--- config.mk ---
export PLATFORM = sky130hd
export DESIGN_NAME = z80_io_initiator
export DESIGN_NICKNAME = d
export VERILOG_FILES = /design/src/rtl/z80_io_initiator.sv
export SDC_FILE = /design/constraint.sdc
export NUM_CORES = 1
export LEC_CHECK = 0
export CELL_PAD_IN_SITES_DETAIL_PLACEMENT = 0
export CELL_PAD_IN_SITES_GLOBAL_PLACEMENT = 1
export CORE_ASPECT_RATIO = 0.9
export CORE_MARGIN = 2
export CORE_UTILIZATION = 35
export CTS_CLUSTER_DIAMETER = 30
export DETAILED_ROUTE_END_ITERATION = 6
export PLACE_DENSITY = 0.75
export SYNTH_ARGS = -nofsm -noshare
export SYNTH_HDL_FRONTEND = slang
export SYNTH_SLANG_ARGS = --single-unit
--- constraint.sdc ---
create_clock -name clk -period 2.75 [get_ports clk]
set_clock_uncertainty 0.1 [all_clocks]
set_input_delay 0.275 -clock clk [delete_from_list [all_inputs] [get_ports clk]]
set_output_delay 0.275 -clock clk [all_outputs]
set_load 0.1 [all_outputs]
--- src/rtl/z80_io_initiator.sv ---
// Z80-style I/O bus initiator: turns valid/ready commands into IN/OUT cycles.
// Ports: clk, reset_n; cmd_* request; rsp_* response; a_out/iorq_n/rd_n/wr_n/cd_* bus; wait_n.
module z80_io_initiator #(
    parameter int CLK_DIV  = 8,
    parameter int GAP      = 4,
    parameter int MAX_WAIT = 255
) (
    input  logic       clk,
    input  logic       reset_n,
    input  logic       cmd_valid,
    output logic       cmd_ready,
    input  logic       cmd_write,
    input  logic [7:0] cmd_addr,
    input  logic [7:0] cmd_wdata,
    output logic       rsp_valid,
    output logic [7:0] rsp_rdata,
    output logic       rsp_err,
    output logic [7:0] a_out,
    output logic       iorq_n,
    output logic       rd_n,
    output logic       wr_n,
    output logic [7:0] cd_out,
    output logic       cd_oe,
    input  logic [7:0] cd_in,
    input  logic       wait_n
);
    localparam int CMAX = (CLK_DIV > GAP) ? CLK_DIV : GAP;
    localparam int CW   = $clog2(CMAX);
    localparam int WW   = $clog2(MAX_WAIT + 2);

    localparam logic [CW-1:0] TLAST = CW'(CLK_DIV - 1);
    localparam logic [CW-1:0] GLAST = CW'(GAP - 1);
    localparam logic [WW-1:0] WMAX  = WW'(MAX_WAIT);

    typedef enum logic [2:0] {
        S_IDLE,
        S_T1,
        S_T2,
        S_TW,
        S_T3,
        S_REC
    } state_t;

    state_t        state_q, state_d;
    logic [CW-1:0] tcnt_q, tcnt_d;
    logic [WW-1:0] wcnt_q, wcnt_d;
    logic          err_q, err_d;
    logic          write_q, write_d;
    logic [7:0]    addr_q, addr_d;
    logic [7:0]    wdata_q, wdata_d;
    logic [7:0]    rdata_q, rdata_d;
    logic          rdy_en_q;
    logic          sync1_q, sync2_q;

    logic tlast;
    logic strb;

    assign tlast = (tcnt_q == TLAST);

    // Ready is held low during reset and rises on the first clock after release.
    assign cmd_ready = (state_q == S_IDLE) & rdy_en_q;

    assign strb   = (state_q == S_T2) | (state_q == S_TW) | (state_q == S_T3);
    assign iorq_n = ~strb;
    assign rd_n   = ~(strb & ~write_q);
    assign wr_n   = ~(strb & write_q);

    // Write data is driven from T1 and held one clock into RECOVER.
    assign cd_oe = write_q & ((state_q == S_T1) | strb |
                              ((state_q == S_REC) & (tcnt_q == '0)));
    assign cd_out = wdata_q;
    assign a_out  = addr_q;

    assign rsp_valid = (state_q == S_REC) & (tcnt_q == '0);
    assign rsp_err   = rsp_valid & err_q;
    assign rsp_rdata = rdata_q;

    always_comb begin
        state_d = state_q;
        tcnt_d  = tcnt_q + CW'(1);
        wcnt_d  = wcnt_q;
        err_d   = err_q;
        write_d = write_q;
        addr_d  = addr_q;
        wdata_d = wdata_q;
        rdata_d = rdata_q;
        unique case (state_q)
            S_IDLE: begin
                tcnt_d = '0;
                if (cmd_valid && cmd_ready) begin
                    write_d = cmd_write;
                    addr_d  = cmd_addr;
                    wdata_d = cmd_wdata;
                    wcnt_d  = '0;
                    err_d   = 1'b0;
                    state_d = S_T1;
                end
            end
            S_T1: begin
                if (tlast) begin
                    tcnt_d  = '0;
                    state_d = S_T2;
                end
            end
            S_T2: begin
                if (tlast) begin
                    tcnt_d  = '0;
                    state_d = S_TW;
                end
            end
            S_TW: begin
                if (tlast) begin
                    tcnt_d = '0;
                    if (sync2_q) begin
                        state_d = S_T3;
                    end else if (wcnt_q == WMAX) begin
                        err_d   = 1'b1;
                        state_d = S_REC;
                    end else begin
                        wcnt_d = wcnt_q + WW'(1);
                    end
                end
            end
            S_T3: begin
                if (tlast) begin
                    tcnt_d = '0;
                    if (!write_q) begin
                        rdata_d = cd_in;
                    end
                    state_d = S_REC;
                end
            end
            S_REC: begin
                if (tcnt_q == GLAST) begin
                    tcnt_d  = '0;
                    state_d = S_IDLE;
                end
            end
            default: begin
                tcnt_d  = '0;
                state_d = S_IDLE;
            end
        endcase
    end

    always_ff @(posedge clk or negedge reset_n) begin
        if (!reset_n) begin
            state_q  <= S_IDLE;
            tcnt_q   <= '0;
            wcnt_q   <= '0;
            err_q    <= 1'b0;
            write_q  <= 1'b0;
            addr_q   <= '0;
            wdata_q  <= '0;
            rdata_q  <= '0;
            rdy_en_q <= 1'b0;
            sync1_q  <= 1'b1;
            sync2_q  <= 1'b1;
        end else begin
            state_q  <= state_d;
            tcnt_q   <= tcnt_d;
            wcnt_q   <= wcnt_d;
            err_q    <= err_d;
            write_q  <= write_d;
            addr_q   <= addr_d;
            wdata_q  <= wdata_d;
            rdata_q  <= rdata_d;
            rdy_en_q <= 1'b1;
            sync1_q  <= wait_n;
            sync2_q  <= sync1_q;
        end
    end

endmodule
## Word-level counts from Yosys, hierarchy flattened

Cells that the tools add are included.

| storage, ports and cells | value |
|---|---|
| flip-flop bits (word level) | 44 |
| output and inout port bits | 31 |
| logic and storage cells | 77 |

| cells by class | value |
|---|---|
| add/subtract/negate cells | 2 |
| eq/ne operators | 18 |
| mux-type cells | 22 |
| bitwise operators | 14 |
| reductions and logical operators | 10 |

Operator list:

| cell | count |
|---|---|
| $mux W9 | 4 |
| $mux W3 | 10 |
| $pmux W3 S6 | 1 |
| $pmux W9 S2 | 1 |
| $ne A2 B2 Y1 const B | 6 |
| $reduce_and A5 Y1 | 2 |
| $add A9 B1 Y9 const B | 1 |
| $eq A3 B2 Y1 const B | 3 |
| $eq A3 B3 Y1 const B | 3 |
| $eq A9 B8 Y1 const B | 1 |
| $reduce_and A7 Y1 | 1 |
| $and A1 B1 Y1 | 6 |
| $logic_not A3 Y1 | 2 |
| $ne A2 B1 Y1 const B | 3 |
| $pmux W3 S2 | 1 |
| $mux W1 | 4 |
| $not A1 Y1 | 4 |
| $or A1 B1 Y1 | 4 |
| $reduce_or A4 Y1 | 1 |
| $add A3 B1 Y3 const B | 1 |
| $eq A3 B1 Y1 const B | 1 |
| $ne A3 B2 Y1 const B | 1 |
| $reduce_and A3 Y1 | 1 |
| $pmux W1 S2 | 1 |
| other kinds (3) | 3 |

## Logic depth before layout (Yosys ltp)

| depth | value |
|---|---|
| depth after elaboration | 6 |
| mapped depth | 10 |
| gate-level depth less buffers | 9 |

## Worst setup path after synthesis

OpenSTA, ideal clock, no wires.

| timing | value |
|---|---|
| kind | register -> output |
| start point | register state_q[1] |
| end point | output port rsp_err |
| data arrival time | 3.827 ns |
| path slack | -1.452 ns |
| cell stages (with the launch flop) | 5 |
| path through | dfrtp_1 > buf_6 > nand2b_1 > nor3_1 > and2_1 |

| between the ends | value |
|---|---|
| longest elaborated chain between the ends | 3 |

Ends and longest elaborated chain:

| element | RTL line | RTL |
|---|---|---|
| from (decl) | 44 | `state_t state_q, state_d;` |
| from (signal assigned) | 160 | `state_q <= state_d;` |
| $eq A3 B3 Y1 | 74 | `assign rsp_valid = (state_q == S_REC) & (tcnt_q == '0);` |
| $and A1 B1 Y1 | 74 |  |
| net rsp_valid | 15 | `output logic rsp_valid,` |
| $and A1 B1 Y1 | 75 | `assign rsp_err = rsp_valid & err_q;` |
| to (decl) | 17 | `output logic rsp_err,` |

The timed path passes the listed nets, and every way through them passes these cells.

## Worst setup path after layout

| timing | value |
|---|---|
| start point | register wcnt_q[0] |
| end point | register wcnt_q[5] |

| between the ends | value |
|---|---|
| longest elaborated chain between the ends | 5 |

Ends and longest elaborated chain:

| element | RTL line | RTL |
|---|---|---|
| from (decl) | 46 | `logic [WW-1:0] wcnt_q, wcnt_d;` |
| from (signal assigned) | 162 | `wcnt_q <= wcnt_d;` |
| $add A9 B1 Y9 | 120 | `wcnt_d = wcnt_q + WW'(1);` |
| $mux W9 | 116 | `end else if (wcnt_q == WMAX) begin` |
| $mux W9 | 114 | `if (sync2_q) begin` |
| $mux W9 | 112 | `if (tlast) begin` |
| $pmux W9 S2 | 87 | `unique case (state_q)` |

Parallel ways exist; a longest one is shown, timed or not. The select of a mux whose other input is x is not followed.
A chain may end at the register's enable or synchronous reset.

==> impl_metrics.tcl <==
set metrics [dict create \
    status "finished, final reports clean" \
    path_max_fanout 8 \
    avgViaCountPerCell 4.77 \
    num_antenna_cells 0 \
    path_class "reg2reg" \
    syn_nets 249 \
    antenna_found_initial 0 \
    ys_types 42 \
    synthCells 213 \
    cts_resized 0 \
    avgRoutedWirePerCell_um 12.8 \
    worst_path_largest_cell_delay_ns 0.42 \
    tns_ns 0 \
    place_congestion 0.720 \
    final-instance-count-excl-fill 345 \
    drc 0 \
    drt-pass1-iter-count 4 \
    grt_usage 0.143 \
    hold_path.class "reg2reg" \
    cts_buffer_depth 2 \
    ctsHtreeMaxLevel 2 \
    nets 310 \
    slowest_stage "dfrtp_1" \
    tightest_slew_ns 0.510 \
    worstHoldEndpoint "sync2_q$_DFF_PN1_" \
    synth.cell_area_mm2 0.00209 \
    cts.clk_slew.worst_paths_ns 0.08 \
    routed_wl_um 4410 \
    ff_latch_area_mm2 0.00110 \
    worstRegToRegCells 9 \
    end_kind "flip-flop" \
    ys_seq_elements 44 \
    initial_core_util 0.365 \
    clk_latency_ns 0.29 \
    rows 26 \
    r2r_start "wcnt_q[0]$_DFFE_PN0P_" \
    grt_pass1_vias 1732 \
    clock-sinks 44 \
    yosysWarnings 0 \
    final_area_mm2 0.00276 \
    grt_start_max_net_pins 24 \
    grt_pass1_wl_um 7650 \
    finalHoldViolations 0 \
    path_cells "ha_1 > and3_1 > nand2_1 > nor2_1 > ha_1 > nor2_1 > nand3_1 > nor4_1 > a21o_1" \
    ys_seq_area_frac 0.528 \
    postPlaceCellArea_mm2 0.00266 \
    multi_input_area_um2 911 \
    fin_crit_ns 2.35 \
    fill_cells 558 \
    syn_avg_cell_area_um2 9.82 \
    worstSetupStartpointType "flip-flop" \
    worst_ep_required_time_ns 2.89 \
    cts_tree "built" \
    min_from "sync1_q$_DFF_PN1_" \
    reg2reg_setup_slack_ns 0.40 \
    maxSlewHeadroom 0.660 \
    overflow 0 \
    cts_buffers 5 \
    cts_root_buf "clkbuf_8" \
    min_path_cells 0 \
    antenna_left 0 \
    ioPinCount 60 \
    drt_iter0_drc 72 \
    setup_viol 0 \
    hpwl_um 3200 \
    r2r_end "wcnt_q[5]$_DFFE_PN0P_" \
    rsz0062_at_grt "no" \
    arrival_ns 2.49 \
    fin_crit_sh 0.854 \
    vias 1647 \
    maxCapViolCount 0 \
    die_h_um 77.3 \
    area_growth_pct 31.8 \
    dp_cells 336 \
    slew_viol_final 0 \
    drive_gt1_frac 0.233 \
    core_area_mm2 0.00573 \
    port_buffers 59 \
    fmax_mhz 426 \
    chipWidth_um 85.5 \
    dieArea_mm2 0.00661 \
]
metrics by stage:
stage | hold WS (ns) | util | worst slack (ns)
finish | 0.261 | 0.482 | 0.401
global route | 0.263 | 0.482 | 0.195
CTS | 0.262 | 0.482 | 0.415
detailed placement | 0.190 | 0.465 | 0.459
global placement | 0.194 | 0.465 | 0.500
floorplan | -0.121 | - | -0.0266
how the worst max path moves through the flow:
stage / start / end / slack [ns] / cells past startpoint
finish: wcnt_q[0]$_DFFE_PN0P_ / wcnt_q[5]$_DFFE_PN0P_ / 0.40 / 9
global route: wcnt_q[0]$_DFFE_PN0P_ / wcnt_q[5]$_DFFE_PN0P_ / 0.20 / 9
CTS: state_q[2]$_DFFE_PN0P_ / rd_n / 0.42 / 4
detailed placement: wcnt_q[0]$_DFFE_PN0P_ / wcnt_q[6]$_DFFE_PN0P_ / 0.46 / 9
global placement: wcnt_q[0]$_DFFE_PN0P_ / wcnt_q[6]$_DFFE_PN0P_ / 0.50 / 9
floorplan: state_q[2]$_DFFE_PN0P_ / wr_n / -0.03 / 4
sequential cells by signal, indices dropped and copies added (netlist names):
name	cells
sync2_q	1
state_q	3
rsp_rdata	8
rdy_en_q	1
wcnt_q	9
write_q	1
err_q	1
sync1_q	1
cd_out	8
tcnt_q	3
a_out	8
layout by cell type, fill, tap and decap left out, drive strengths merged, types with 3 or more instances in the layout:
cell type	count
inv	6
ha	7
nor2	13
mux2	8
nand3	7
clkbuf	6
and3	4
buf	36
o21ai	6
nor3	5
o22ai	7
a21o	3
nand2	64
dfrtp	42
a22o	4
clkdlybuf4s50	27
synthesized netlist by cell type (all sizes together):
cell type,count,area [µm²]
a211o,1,8.76
a21o,3,22.5
a21oi,2,10.0
a22o,4,35.0
and2,2,12.5
and3,4,25.0
and3b,1,12.5
and4b,1,10.0
buf,7,56.3
clkbuf,3,12.5
conb,1,3.75
dfrtp,42,1050
dfstp,2,52.6
ha,7,87.6
inv,6,22.5
mux2,8,90.1
nand2,64,240
nand2b,2,12.5
nand3,7,35.0
nand3b,1,7.51
nand4b,1,15.0
nor2,13,48.8
nor3,5,30.0
nor3b,2,15.0
nor4,1,6.26
o21a,2,15.0
o21ai,6,30.0
o22ai,7,56.3
o2bb2ai,1,8.76
o31ai,1,7.51
o41ai,1,8.76
or2,2,12.5
or2b,1,11.3
or4b,1,10.0
xnor2,1,8.76
what timing repair did:
action                                 4_1_cts  5_1_grt
endpoints found under the hold margin       20        0
buffers inserted                             0        0
hold buffers                                 1        0
kinds of logic after synthesis:
logic type,Yosys count,synth area share
simple gates,108,0.241
flops,44,0.528
compound gates,28,0.0969
buf+inv,16,0.0437
mux,8,0.0431
fa+ha+maj,7,0.0419
other cells,1,0.00179
xor+xnor,1,0.00419
routing by layer:
metal / up-vias / wire [µm] / part of all wire / track usage
met4: 0 / 0 / 0 / 0.0190
met5: - / 0 / 0 / 0
met1: 754 / 2110 / 0.48 / 0.181
li1: 836 / - / - / -
met3: 0 / 400 / 0.091 / 0.0606
met2: 57 / 1890 / 0.43 / 0.235
layout make-up:
class	count	area share
timing repair buffer	64	0.199
sequential	44	0.400
inverter	6	0.00817
clock inverter	2	0.00454
clock buffer	6	0.0263
multi-input combinational	153	0.330
tap	70	0.0318
worst max-delay path: cells and delay by family (launching register included):
| family | cells | cell delay (ns) |
|---|---|---|
| adders and majority gates | 2 | 0.41 |
| and+or+nand+nor | 6 | 1.24 |
| DFF | 1 | 0.42 |
| AOI/OAI and AO/OA | 1 | 0.12 |
Power is left out: the tool's default activity adds up to more than one toggle a clock period on the data nets, which glitch-free logic cannot reach.
